[src/rtl/mpe_pkg.sv]
// mpe_pkg: shared types and configuration legality check for the MPE window sequencer.
// Contents: elem_t element type, state_t FSM encoding, cfg_legal() start-time config check.
// Build option: ZERO_PAD_EN drops the tile-bounds requirement from cfg_legal().
package mpe_pkg;

    localparam int ELEM_W = 16;

    typedef logic [ELEM_W-1:0] elem_t;

    typedef enum logic [1:0] {
        IDLE,
        RUN,
        DONE
    } state_t;

    // Without padding every tap of every window must land inside the tile,
    // so the farthest tap of the farthest window is checked against the edge.
    function automatic logic cfg_legal(
        input int kh,
        input int kw,
        input int stride,
        input int k_h,
        input int k_w,
        input int max_stride,
        input int in_h,
        input int in_w,
        input int out_h,
        input int out_w
    );
        logic ok;
        ok = kh >= 1 && kh <= k_h && kw >= 1 && kw <= k_w &&
             stride >= 1 && stride <= max_stride;
`ifndef ZERO_PAD_EN
        ok = ok && ((out_h - 1) * stride + kh - 1 <= in_h - 1) &&
                   ((out_w - 1) * stride + kw - 1 <= in_w - 1);
`endif
        return ok;
    endfunction

endpackage

[src/rtl/mpe_window_mux.sv]
// mpe_window_mux: combinational strided window select from a tile at tap (kh, kw).
// Ports: tile (IN_H x IN_W elements), kh/kw tap index, stride,
//        window (OUT_H x OUT_W elements), window[i][j] = tile[i*stride+kh][j*stride+kw].
// Build option: ZERO_PAD_EN reads any out-of-tile element as zero.
module mpe_window_mux #(
    parameter int BIN_LEN = 16,
    parameter int IN_H    = 8,
    parameter int IN_W    = 8,
    parameter int OUT_H   = 4,
    parameter int OUT_W   = 4,
    parameter int KHW     = 2,
    parameter int KWW     = 2
) (
    input  logic [IN_H-1:0][IN_W-1:0][BIN_LEN-1:0]   tile,
    input  logic [KHW-1:0]                           kh,
    input  logic [KWW-1:0]                           kw,
    input  logic [2:0]                               stride,
    output logic [OUT_H-1:0][OUT_W-1:0][BIN_LEN-1:0] window
);

    localparam int RW = $clog2(IN_H);
    localparam int CW = $clog2(IN_W);

`ifdef ZERO_PAD_EN
    int r, c;
`endif

    always_comb begin
        window = '0;
`ifdef ZERO_PAD_EN
        r = 0;
        c = 0;
`endif
        for (int i = 0; i < OUT_H; i++) begin
            for (int j = 0; j < OUT_W; j++) begin
`ifdef ZERO_PAD_EN
                r = i * int'(stride) + int'(kh);
                c = j * int'(stride) + int'(kw);
                window[i][j] = (r < IN_H && c < IN_W) ? tile[r[RW-1:0]][c[CW-1:0]] : '0;
`else
                window[i][j] = tile[RW'(i * int'(stride) + int'(kh))][CW'(j * int'(stride) + int'(kw))];
`endif
            end
        end
    end

endmodule

[src/rtl/mpe_window_sequencer.sv]
// mpe_window_sequencer: latches a tile plus conv config, then streams one strided window per kernel tap.
// Ports: clk, rst (sync, active-high); start, in_vals, cfg_kh, cfg_kw, cfg_stride (job request);
//        out_vals, out_kh, out_kw, out_valid, out_ready, out_last (window stream);
//        busy, done, cfg_err (status).
// Build option: ZERO_PAD_EN allows windows that run off the tile (out-of-tile reads as zero).
module mpe_window_sequencer
    import mpe_pkg::*;
#(
    parameter int BIN_LEN    = 16,
    parameter int IN_H       = 8,
    parameter int IN_W       = 8,
    parameter int OUT_H      = 4,
    parameter int OUT_W      = 4,
    parameter int K_H        = 3,
    parameter int K_W        = 3,
    parameter int MAX_STRIDE = 4
) (
    input  logic                                     clk,
    input  logic                                     rst,
    input  logic                                     start,
    input  logic [IN_H-1:0][IN_W-1:0][BIN_LEN-1:0]   in_vals,
    input  logic [$clog2(K_H+1)-1:0]                 cfg_kh,
    input  logic [$clog2(K_W+1)-1:0]                 cfg_kw,
    input  logic [2:0]                               cfg_stride,
    output logic [OUT_H-1:0][OUT_W-1:0][BIN_LEN-1:0] out_vals,
    output logic [$clog2(K_H)-1:0]                   out_kh,
    output logic [$clog2(K_W)-1:0]                   out_kw,
    output logic                                     out_valid,
    input  logic                                     out_ready,
    output logic                                     out_last,
    output logic                                     busy,
    output logic                                     done,
    output logic                                     cfg_err
);

    state_t                                 state;
    logic [IN_H-1:0][IN_W-1:0][BIN_LEN-1:0] tile;
    logic [$clog2(K_H+1)-1:0]               kh_n;
    logic [$clog2(K_W+1)-1:0]               kw_n;
    logic [2:0]                             stride;
    logic                                   kh_end, kw_end, legal;

    assign legal  = cfg_legal(int'(cfg_kh), int'(cfg_kw), int'(cfg_stride), K_H, K_W,
                              MAX_STRIDE, IN_H, IN_W, OUT_H, OUT_W);
    assign kh_end = int'(out_kh) == int'(kh_n) - 1;
    assign kw_end = int'(out_kw) == int'(kw_n) - 1;
    // Gated by out_valid so stale counters in IDLE never flag a last beat.
    assign out_last = out_valid & kh_end & kw_end;
    assign busy     = state != IDLE;

    mpe_window_mux #(
        .BIN_LEN(BIN_LEN),
        .IN_H   (IN_H),
        .IN_W   (IN_W),
        .OUT_H  (OUT_H),
        .OUT_W  (OUT_W),
        .KHW    ($clog2(K_H)),
        .KWW    ($clog2(K_W))
    ) u_mux (
        .tile  (tile),
        .kh    (out_kh),
        .kw    (out_kw),
        .stride(stride),
        .window(out_vals)
    );

    always_ff @(posedge clk) begin
        if (rst) begin
            state     <= IDLE;
            tile      <= '0;
            kh_n      <= '0;
            kw_n      <= '0;
            stride    <= '0;
            out_kh    <= '0;
            out_kw    <= '0;
            out_valid <= 1'b0;
            done      <= 1'b0;
            cfg_err   <= 1'b0;
        end else begin
            done    <= 1'b0;
            cfg_err <= 1'b0;
            case (state)
                IDLE: begin
                    if (start && legal) begin
                        tile      <= in_vals;
                        kh_n      <= cfg_kh;
                        kw_n      <= cfg_kw;
                        stride    <= cfg_stride;
                        out_kh    <= '0;
                        out_kw    <= '0;
                        out_valid <= 1'b1;
                        state     <= RUN;
                    end else if (start) begin
                        cfg_err <= 1'b1;
                    end
                end
                RUN: begin
                    if (out_ready) begin
                        // Counters return to tap (0,0) after the final beat so the
                        // idle window stays inside the tile.
                        out_kw <= kw_end ? '0 : out_kw + 1'b1;
                        out_kh <= (kh_end && kw_end) ? '0 : kw_end ? out_kh + 1'b1 : out_kh;
                        if (kh_end && kw_end) begin
                            out_valid <= 1'b0;
                            done      <= 1'b1;
                            state     <= DONE;
                        end
                    end
                end
                DONE:    state <= IDLE;
                default: state <= IDLE;
            endcase
        end
    end

endmodule
[config.mk]
export PLATFORM = sky130hd
export DESIGN_NAME = mpe_window_sequencer
export DESIGN_NICKNAME = d
export VERILOG_FILES = /design/src/rtl/mpe_pkg.sv /design/src/rtl/mpe_window_mux.sv /design/src/rtl/mpe_window_sequencer.sv
export SDC_FILE = /design/constraint.sdc
export NUM_CORES = 2
export LEC_CHECK = 0
export CELL_PAD_IN_SITES_DETAIL_PLACEMENT = 1
export CELL_PAD_IN_SITES_GLOBAL_PLACEMENT = 2
export CORE_AREA = 2 2 503 505
export DETAILED_ROUTE_END_ITERATION = 16
export DIE_AREA = 0 0 505 507
export GPL_TIMING_DRIVEN = 0
export PLACE_DENSITY_LB_ADDON = 0.1
export SYNTH_ARGS = -nofsm -noshare
export SYNTH_HDL_FRONTEND = slang
export SYNTH_SLANG_ARGS = --single-unit
[constraint.sdc]
create_clock -name clk -period 8.93 [get_ports clk]
set_input_delay 2.2325 -clock clk [delete_from_list [all_inputs] [get_ports clk]]
set_output_delay 2.2325 -clock clk [all_outputs]
set_load 0.01 [all_outputs]
Word level (Yosys, flattened, before mapping)
Index checks and enable logic that the tools add are counted.

operators by class
  equality and inequality tests = 7
  multipliers = 2
  order comparisons = 14
  mux-type cells = 73
  bitwise gates (word level) = 5
  div/mod/pow operators = 0
  shift-type cells = 0
  reductions and logical operators = 17
  add/subtract/negate cells = 14

operator list
  kind                     number
  $bmux W128 S3            3
  $mux W128                7
  $bmux W16 S3             12
  $mux W16                 28
  $bmux W128 S2            1
  $bmux W16 S2             4
  $add A32 B3 Y32          1
  $le A32 B4 Y1 const B    1
  $sub A32 B2 Y32 const B  1
  $lt A3 B5 Y1 const B     6
  $mux W2                  9
  $add A3 B2 Y3            4
  $pmux W2 S2              3
  $lt A2 B4 Y1 const B     2
  $reduce_and A4 Y1        2
  $le A7 B4 Y1 const B     1
  $logic_and A1 B1 Y1      7
  $sub A6 B1 Y7 const B    1
  $add A3 B3 Y3            2
  $add A5 B2 Y6            1
  $eq A3 B3 Y1             2
  $ne A2 B2 Y1 const B     3
  $reduce_and A3 Y1        2
  $reduce_or A3 Y1         2
  16 further kinds         27

storage, ports and cells
  bits in read-only memories = 0
  bits in registers = 1040
  memory bits (writable) = 0
  bits in latches = 0
  logic and storage cells = 205
  memories = 0
  output and inout bits = 265

Logic depth before layout (Yosys ltp)
  depth in word-level cells = 9
  depth in mapped cells = 20
  mapped depth without buffers = 16

By module
From an unflattened synthesis, not the netlist that was laid out.

second synthesis, totals
  cell total of the unflattened synthesis = 7760
  area, all modules = 71333.4 sq um

modules (own cells, without submodules)
  module                area an instance (sq um)  cells an instance  times used  sequential area each (sq um)
  mpe_window_sequencer  36313.6                   4607               1           20820.0
  mpe_window_mux        35019.8                   3153               1           0.0

Worst setup path before layout
Ideal clock, no wire load.

  path kind = register to output
  start = reg out_kh[1]
  end = out out_vals[222] (netlist name)
  path slack = 2653 ps
  stages on the path, launching flop included = 13
  data required time = 6698 ps
  buffers on the path = 6
  data arrival time = 4045 ps
  cell sequence = dfxtp_1 -> clkbuf_1 -> buf_1 -> buf_2 -> buf_2 -> inv_1 -> fa_1 -> clkbuf_1 -> clkbuf_1 -> mux4_2 -> nor2_1 -> a21oi_1 -> mux4_2

RTL lines
  element                 line                         source
  from (decl)             mpe_window_sequencer.sv:26   output logic [$clog2(K_H)-1:0] out_kh,
  from (signal assigned)  mpe_window_sequencer.sv:102  out_kh <= (kh_end && kw_end) ? '0 : kw_end ? out_kh + 1'b1 : out_kh;
  to (decl)               mpe_window_sequencer.sv:25   output logic [OUT_H-1:0][OUT_W-1:0][BIN_LEN-1:0] out_vals,

==> impl_metrics.py <==
metrics = {
    "outcome": {
        "status": "complete, but fails checks",
        "violations": "max-capacitance violations, max-slew violations, negative setup slack",
    },
    "timing": {
        "setup_tns_ns": -8.57,
        "skew_ns": 0.0308,
        "hold_violations": 0,
        "rsz0062_at_grt": "no",
        "setup_viol": 64,
        "fin_crit_sh_pct": 104,
        "period_minus_slack_ns": 9.30,
        "fmax_mhz": 108,
        "setup_ws_ns": -0.371,
        "finalMaxSlewViolations": 109,
        "relSlewSlack_pct": -8.90,
        "tightest_slew_ns": 1.63,
    },
    "clock_tree": {
        "post_cts_buffers": 0,
        "cts_tree": "done",
        "clockRootBuffer": "clkbuf_16",
        "cts_sinks": 1040,
        "cts_buffers": 132,
        "insertion_delay_ns": 0.85,
        "cts_buffer_depth": 3,
        "cts.htree.levels": 4,
        "clk_pin_slew_ns": 0.06,
        "hold_buffers": 0,
        "cts_resized": 78,
    },
    "floorplanning": {
        "dieArea_sq_um": 256000,
        "initial_utilization_pct": 27.5,
        "die_w_um": 505,
        "die_y_um": 507,
        "core_area_sq_um": 250000,
        "io_pins": 1300,
        "rows": 184,
    },
    "yosys": {
        "synth-xor-area-share_pct": 0.263,
        "yosys_register_bits": 1040,
        "yosysSeqAreaShare_pct": 30.2,
        "syn-num-nets": 8544,
        "netlist-cell-type-count": 47,
        "muxShareOfSynthArea_pct": 39.7,
        "syn_avg_cell_area_sq_um": 9.22,
        "synth_edf_count": 0,
        "syn-cell-area_sq_um": 68900,
        "ys.flop_type": "dfxtp_1",
        "yosys_warnings": 0,
        "synth_top_family_by_area": "multiplexers",
        "yosys.area_share.simple_pct": 13.7,
        "synth-compound-area-share_pct": 11.0,
        "synth_fa_ha_area_share_pct": 0.686,
        "synth_cells": 7476,
        "async_flop_share_pct": 0,
    },
    "final_layout": {
        "drive_above_1_share_pct": 19.0,
        "nets": 10000,
        "final_common_cell": "nand2_1",
        "final_util_pct": 36.6,
        "fin_area_sq_um": 91700,
        "area.growth.synth_to_final_pct": 33.1,
        "layout_common_cells": "nand2_1 (2212), clkdlybuf4s50_1 (1298), a21oi_1 (1280)",
    },
    "worst_setup_path": {
        "critPathKind": "flip-flop to primary output",
        "required_ns": 6.70,
        "crit_path_end_kind": "primary output",
        "worstPathArrival_ns": 7.07,
        "start_kind": "flip-flop",
        "crit_path_max_fanout": 10,
    },
    "grt": {
        "grt_pass1_vias": 73700,
        "gr-total-overflow": 0,
        "grt_max_degree": 20,
        "antenna_found_initial": 95,
        "grt_pass1_wl_mm": 764,
        "grtUsageTotal_pct": 45.7,
    },
    "place": {
        "place_area_sq_um": 86800,
        "port_buffers": 1298,
        "post-dp-hpwl_mm": 517,
        "gp_congestion": 1.10,
    },
    "power_and_ir_drop": {
        "finalPower_mw": 13.3,
        "p_per_area_nw_per_um2": 145,
        "max-vdd-ir-drop_uv": 182,
        "p_leak_nw": 28.4,
    },
    "detailed_routing": {
        "wl_per_cell_um": 48.8,
        "wl_mm": 607,
        "vias_per_cell": 6.17,
        "routed-via-count": 76900,
        "drtAntennaViolNets": 0,
        "drt_iter0_markers": 10600,
        "drc_errors": 0,
        "first_pass_iters": 6,
    },
    "run": {
        "drv_cap": 10,
    },
    "hold_path": {
        "holdCritPathClass": "flip-flop to flip-flop",
    },
}
## registers in the layout, summed over array words and instances, names as in the netlist
register and cells:
stride 3, kh_n 2, cfg_err 1, kw_n 2, out_valid 1, done 1, out_kw 2, out_kh 2
state 2, tile 1024
## path summary, 6_finish.rpt
| kind | startpoint | to | slack, ns | cells past startpoint |
|---|---|---|---|---|
| setup / recovery | stride[0] | out_vals[99] | -0.37 | 11 |
| setup reg to reg | state[0] | tile[519] | 4.43 | 9 |
| hold / removal | kw_n[1] | kw_n[1] | 0.46 | 2 |
| hold reg to reg | kw_n[1] | kw_n[1] | 0.46 | 2 |
## per-layer routing
| metal | track usage (%) | share of wire [%] | up-vias | wire (um) |
|---|---|---|---|---|
| li1 | - | - | 29900 | - |
| met1 | 54.7 | 38 | 39900 | 228000 |
| met2 | 68.4 | 43 | 5720 | 260000 |
| met3 | 13.6 | 10 | 1304 | 62400 |
| met4 | 36.2 | 9.4 | 36 | 57100 |
| met5 | 0 | 0.043 | - | 264 |
## where the power goes
part,internal [mW],switching [mW],total (mW)
Clock,3.31,2.42,5.72
Combinational,1.03,1.72,2.74
Sequential,4.74,0.126,4.87
## worst max-delay path, cell delays in order (launching register included)
cell,delay [ns]
dfxtp_1,0.39
ha_1,0.30
buf_2,0.64
buf_2,0.53
buf_4,0.57
buf_2,0.63
mux2i_1,0.44
mux4_2,0.51
mux2i_1,0.12
a211oi_1,1.00
a21oi_1,0.42
clkdlybuf4s50_1,0.60
## layout make-up
class,count,area (sq um)
fill,28900,159000
multi-input combinational,5690,45300
sequential,1040,20800
timing repair buffer,1325,13600
tap,3348,4190
clock buffer,180,3740
buffer,713,3080
clock inverter,53,774
antenna,76,190
inverter,31,116
## stage by stage
step	hold slack [ns]	cells	setup slack [ns]
2_1_floorplan	0.432	7476	2.65
3_3_place_gp	0.448	12100	-2.75
3_5_place_dp	0.449	12100	-1.84
4_1_cts	0.457	12400	0.0153
5_1_grt	0.487	12400	0.00427
6_report	0.457	12500	-0.371
## cells in the mapped netlist, types with 9 or more instances
| cell | number | area share (%) |
|---|---|---|
| ha_1 | 25 | 0.45 |
| o21ai_0 | 100 | 0.73 |
| a21oi_1 | 1297 | 9.4 |
| mux4_2 | 820 | 27 |
| xnor2_1 | 9 | 0.11 |
| o22ai_1 | 14 | 0.13 |
| buf_1 | 76 | 0.41 |
| nor2_1 | 263 | 1.4 |
| a221oi_1 | 15 | 0.19 |
| clkbuf_1 | 499 | 2.7 |
| buf_4 | 14 | 0.15 |
| mux2i_1 | 461 | 6.7 |
| mux2_2 | 382 | 6.2 |
| a211oi_1 | 35 | 0.38 |
| inv_1 | 31 | 0.17 |
| dfxtp_1 | 1040 | 30 |
| nand2_1 | 2212 | 12 |
| buf_2 | 126 | 0.92 |
## kinds of logic after synthesis
| kind of cell | Yosys count |
|---|---|
| xor+xnor | 19 |
| flops | 1040 |
| simple gates | 2499 |
| fa+ha+maj | 33 |
| mux | 1663 |
| compound gates | 1476 |
| buf+inv | 746 |
No activity file was read; power rests on OpenSTA's default activity.
